--- src/rtl/dec2to4_en.sv ---
`default_nettype none
// ============================================================================
//  Module   : dec2to4_en
//  Purpose  : 2-to-4 line decoder with active-high enable and selectable
//             output polarity. By default, the decoded word and the "line
//             asserted" flag are registered, giving one clock of latency.
//             If DEC2TO4_COMB_OUT_EN is defined at build time, both outputs
//             become purely combinational from code/en.
//  Ports    : clk    in   1  rising-edge clock
//             reset  in   1  synchronous active-high reset
//             code   in   2  binary line select, 0..3
//             en     in   1  decode enable, active-high
//             out    out  4  one-hot decoded word (inverted when INV_OUT=1)
//             any    out  1  high while a line is being asserted
//  Params   : INV_OUT  0 = active-high one-hot, 1 = active-low one-hot
//  Macro    : DEC2TO4_COMB_OUT_EN  selects zero-latency combinational outputs
//  Revision : 1.0  initial release
// ============================================================================
module dec2to4_en #(
  parameter int INV_OUT = 0
) (
  input  logic       clk,
  input  logic       reset,
  input  logic [1:0] code,
  input  logic       en,
  output logic [3:0] out,
  output logic       any
);

  // Active-high one-hot decode. A disabled decoder yields all zeros, so at
  // most one bit can ever be set, independent of the code value.
  logic [3:0] w_dec_hi;
  logic [3:0] w_dec;
  logic [3:0] c_idle;

  assign w_dec_hi = en ? (4'b0001 << code) : 4'b0000;

  // Polarity is a build-time choice, so it is resolved here rather than
  // muxed at run time. c_idle is the all-inactive word for this polarity.
  generate
    if (INV_OUT != 0) begin : g_active_low
      assign w_dec  = ~w_dec_hi;
      assign c_idle = 4'b1111;
    end else begin : g_active_high
      assign w_dec  = w_dec_hi;
      assign c_idle = 4'b0000;
    end
  endgenerate

`ifdef DEC2TO4_COMB_OUT_EN

  // Zero-latency variant. clk and reset stay on the port list so both builds
  // share the same footprint. They are folded into a sink here because they
  // do not affect the outputs.
  logic w_unused;
  assign w_unused = &{1'b0, clk, reset, c_idle};

  assign out = w_dec;
  assign any = en;

`else

  logic [3:0] r_out;
  logic       r_any;

  // The code/en pair is sampled on a single edge, so a simultaneous change
  // of both inputs is reflected only as the new pair. No intermediate value
  // becomes visible. Reset takes priority and discards that edge's decode.
  always_ff @(posedge clk) begin
    if (reset) begin
      r_out <= c_idle;
      r_any <= 1'b0;
    end else begin
      r_out <= w_dec;
      r_any <= en;
    end
  end

  assign out = r_out;
  assign any = r_any;

`endif

endmodule
`default_nettype wire

--- config.mk ---
export PLATFORM = sky130hd
export DESIGN_NAME = dec2to4_en
export DESIGN_NICKNAME = d
export VERILOG_FILES = /design/src/rtl/dec2to4_en.sv
export SDC_FILE = /design/constraint.sdc
export NUM_CORES = 1
export LEC_CHECK = 0
export CORE_AREA = 2 2 39 41
export DETAILED_ROUTE_END_ITERATION = 10
export DIE_AREA = 0 0 41 43
export PLACE_DENSITY_LB_ADDON = 0.08
export SLEW_MARGIN = 20
export SYNTH_ARGS = -nofsm -noshare
export SYNTH_HDL_FRONTEND = slang
export SYNTH_SLANG_ARGS = --single-unit
--- constraint.sdc ---
create_clock -name clk -period 0.8 [get_ports clk]
set_input_delay 0.16 -clock clk [delete_from_list [all_inputs] [get_ports clk]]
set_output_delay 0.16 -clock clk [all_outputs]
set_load 0.01 [all_outputs]
==> results by group, run 1 <==
Outcome
  – Outcome: finished, violations left
  – Violated checks: setup timing

Finish
  – Number of inserted diodes: 0
  – Post-route core utilization: 19.7%
  – Final Net Count: 29
  – Share of cells above drive strength 1: 52.2%
  – Final instance area: 273 µm²
  – Area Overhead vs Synth: 80.2%

Route
  – Initial detailed-routing violation count: 1
  – DR vias: 124
  – Residual DRC count: 0
  – Vias per std cell: 3.18
  – DRT Pass-1 Iters: 2
  – WL final: 342 µm
  – DR WL/cell: 8.77 µm
  – Antenna Nets Post-Route: 0

Synthesis
  – Top_reg_cell synth: dfxtp_1
  – Cell Area, Synth: 151 µm²
  – Most frequent cell after synthesis: dfxtp_1
  – Area contributors post-synth: dfxtp_1, and4bb_2, and4b_2, nor4b_1, nor2b_1
  – Netlist cell types: 5
  – Seq/Total Area, Yosys: 66.1%
  – Top post-synthesis cells by count: dfxtp_1, and4bb_2, and4b_2, nor2b_1, nor4b_1
  – Asr flop ratio synth: 0%
  – Yosys warnings: 0
  – Top cell type by total area after synthesis: dfxtp_1
  – Avg Cell Area, Syn: 15.1 µm²
  – Post-synthesis register bit count: 5
  – Number of synthesized flops with an enable pin: 0
  – Share of the synthesized area in the top cell type: 66.1%
  – Mapped Nets: 15
  – Mapped Cells: 10

Run
  – Max cap viols: 0

Timing
  – Least-Margin Pin Slew: 0.178 ns
  – Max transition margin: 88.1%
  – Fmax: 1.23 GHz
  – Final worst-path cycle share: 101%
  – Hold Slack: 0.184 ns
  – Setup_tns: -0.0454 ns
  – Final hold violations: 0
  – Max Slew Vio Count: 0
  – Slack of the critical path: -0.0117 ns
  – RSZ-0062 raised after global routing: true
  – Minimum clock period: 0.812 ns
  – Setup violators final: 5

CTS
  – Post-CTS setup buffers: 0
  – Post-CTS Hold Fix Bufs: 0
  – TritonCTS clock tree: built
  – H-tree depth: 1
  – Sinks on Clock Net: 5
  – Clk root buf: clkbuf_4
  – Num CTS Buffers: 3
  – Clock slew at reported path FFs: 0.04 ns
  – Clock Path Buffers: 2

Power and ir drop
  – Cell Pwr Density: 2160 mW/mm²
  – Total power: 0.589 mW
  – Largest vdd supply drop: 0.385 mV
  – Pleak: 0.135 nW

Worst setup path
  – CP Max Fanout: 1
  – Critical Path AT: 0.65 ns
  – Startpoint Class: flop
  – Crit path largest cell delay: 0.29 ns
  – Worst-path cell chain: buf_2
  – WS Path Type: reg -> out
  – Delay-heaviest family, CP: flip-flops
  – Worst EP required: 0.64 ns
  – CP Capture Type: output port
  – Worst path bufs/invs: 1
  – Slowest CP cell: dfxtp_1

Min path
  – Worst hold path type: in -> reg

Placed design
  – IO buf count: 9
  – Placer Congestion: 0.563
  – Placed Area: 262 µm²

Global routing
  – Total congestion overflow: 0
  – Vias in the first global route: 133
  – Largest net degree at the start of global routing: 6
  – First-pass GRT wire length: 579 µm
  – GRT Overall Usage: 5.92%
  – Initial antenna violation count: 0

Floorplan
  – Die Y-Extent: 43 µm
  – Core Rows: 14
  – Full die area: 0.00176 mm²
  – I/O pin count: 10
  – Die X: 41 µm
  – Core box area: 0.00138 mm²
  – Initial core utilization: 10.9%
## cell usage in the layout, fill, tap and decap left out, drive strengths merged
cell type / instances
nor4b: 1
buf: 5
clkbuf: 4
clkdlybuf4s50: 1
dlygate4sd2: 1
dfxtp: 5
nor2b: 1
and4b: 1
and4bb: 2
dlymetal6s2s: 2
## worst paths after layout
kind | start | endpoint | slack [ns] | cells after the start
min | code[1] | out[0]$_SDFF_PP0_ | 0.18 | 2
max | out[0]$_SDFF_PP0_ | out[0] | -0.01 | 1
## report_power, final
| part | internal (mW) | switching, mW |
|---|---|---|
| Clock | 0.188 | 0.0938 |
| Combinational | 0.0282 | 0.0198 |
| Sequential | 0.258 | 0.00139 |
| Total | 0.474 | 0.115 |
## kinds of logic (layout without fill, tap and decap cells)
family,Yosys count,after routing,synth area share (%)
simple gates,5,5,33.9
flops,5,5,66.1
buf+inv,0,13,0
## final cells by class
| class | count | area [µm²] |
|---|---|---|
| fill | 159 | 1110 |
| timing repair buffer | 9 | 68.8 |
| tap | 16 | 20.0 |
| sequential | 5 | 100 |
| clock buffer | 4 | 26.3 |
| multi-input combinational | 5 | 57.6 |
## sequential cells by signal (all words and copies together), names as in the netlist
| signal | cells |
|---|---|
| out | 4 |
| any | 1 |
## per-layer routing
metal | part of all wire [%] | vias to the layer above | global-route usage [%]
met5 | 0 | - | 0
met4 | 2.9 | 0 | 10.0
met3 | 12 | 2 | 4.71
met2 | 49 | 7 | 6.56
met1 | 36 | 51 | 4.50
li1 | - | 64 | -
## through the flow
stage / setup slack, ns / std cells
global placement: -0.264 / 35
CTS: -0.0248 / 39
finish: -0.0117 / 39
detailed placement: -0.287 / 35
floorplan: 0.308 / 10
global route: -0.0512 / 39
## timing repair
item,4_1_cts,5_1_grt
resized for setup,21,3
pin swaps,0,0
endpoints found under the setup margin,8,7
hold endpoints to repair,0,0
No activity file was read; power rests on OpenSTA's default activity.
==> run 2: changes to the inputs <==
--- a/config.mk
+++ b/config.mk
@@ -5,6 +5,7 @@
 export SDC_FILE = /design/constraint.sdc
 export NUM_CORES = 1
 export LEC_CHECK = 0
+export ABC_CLOCK_PERIOD_IN_PS = 800
 export CORE_AREA = 2 2 39 41
 export DETAILED_ROUTE_END_ITERATION = 10
 export DIE_AREA = 0 0 41 43
==> results of run 2 <==
Same layout as run 1: the final DEF is identical, and so are final timing and power.
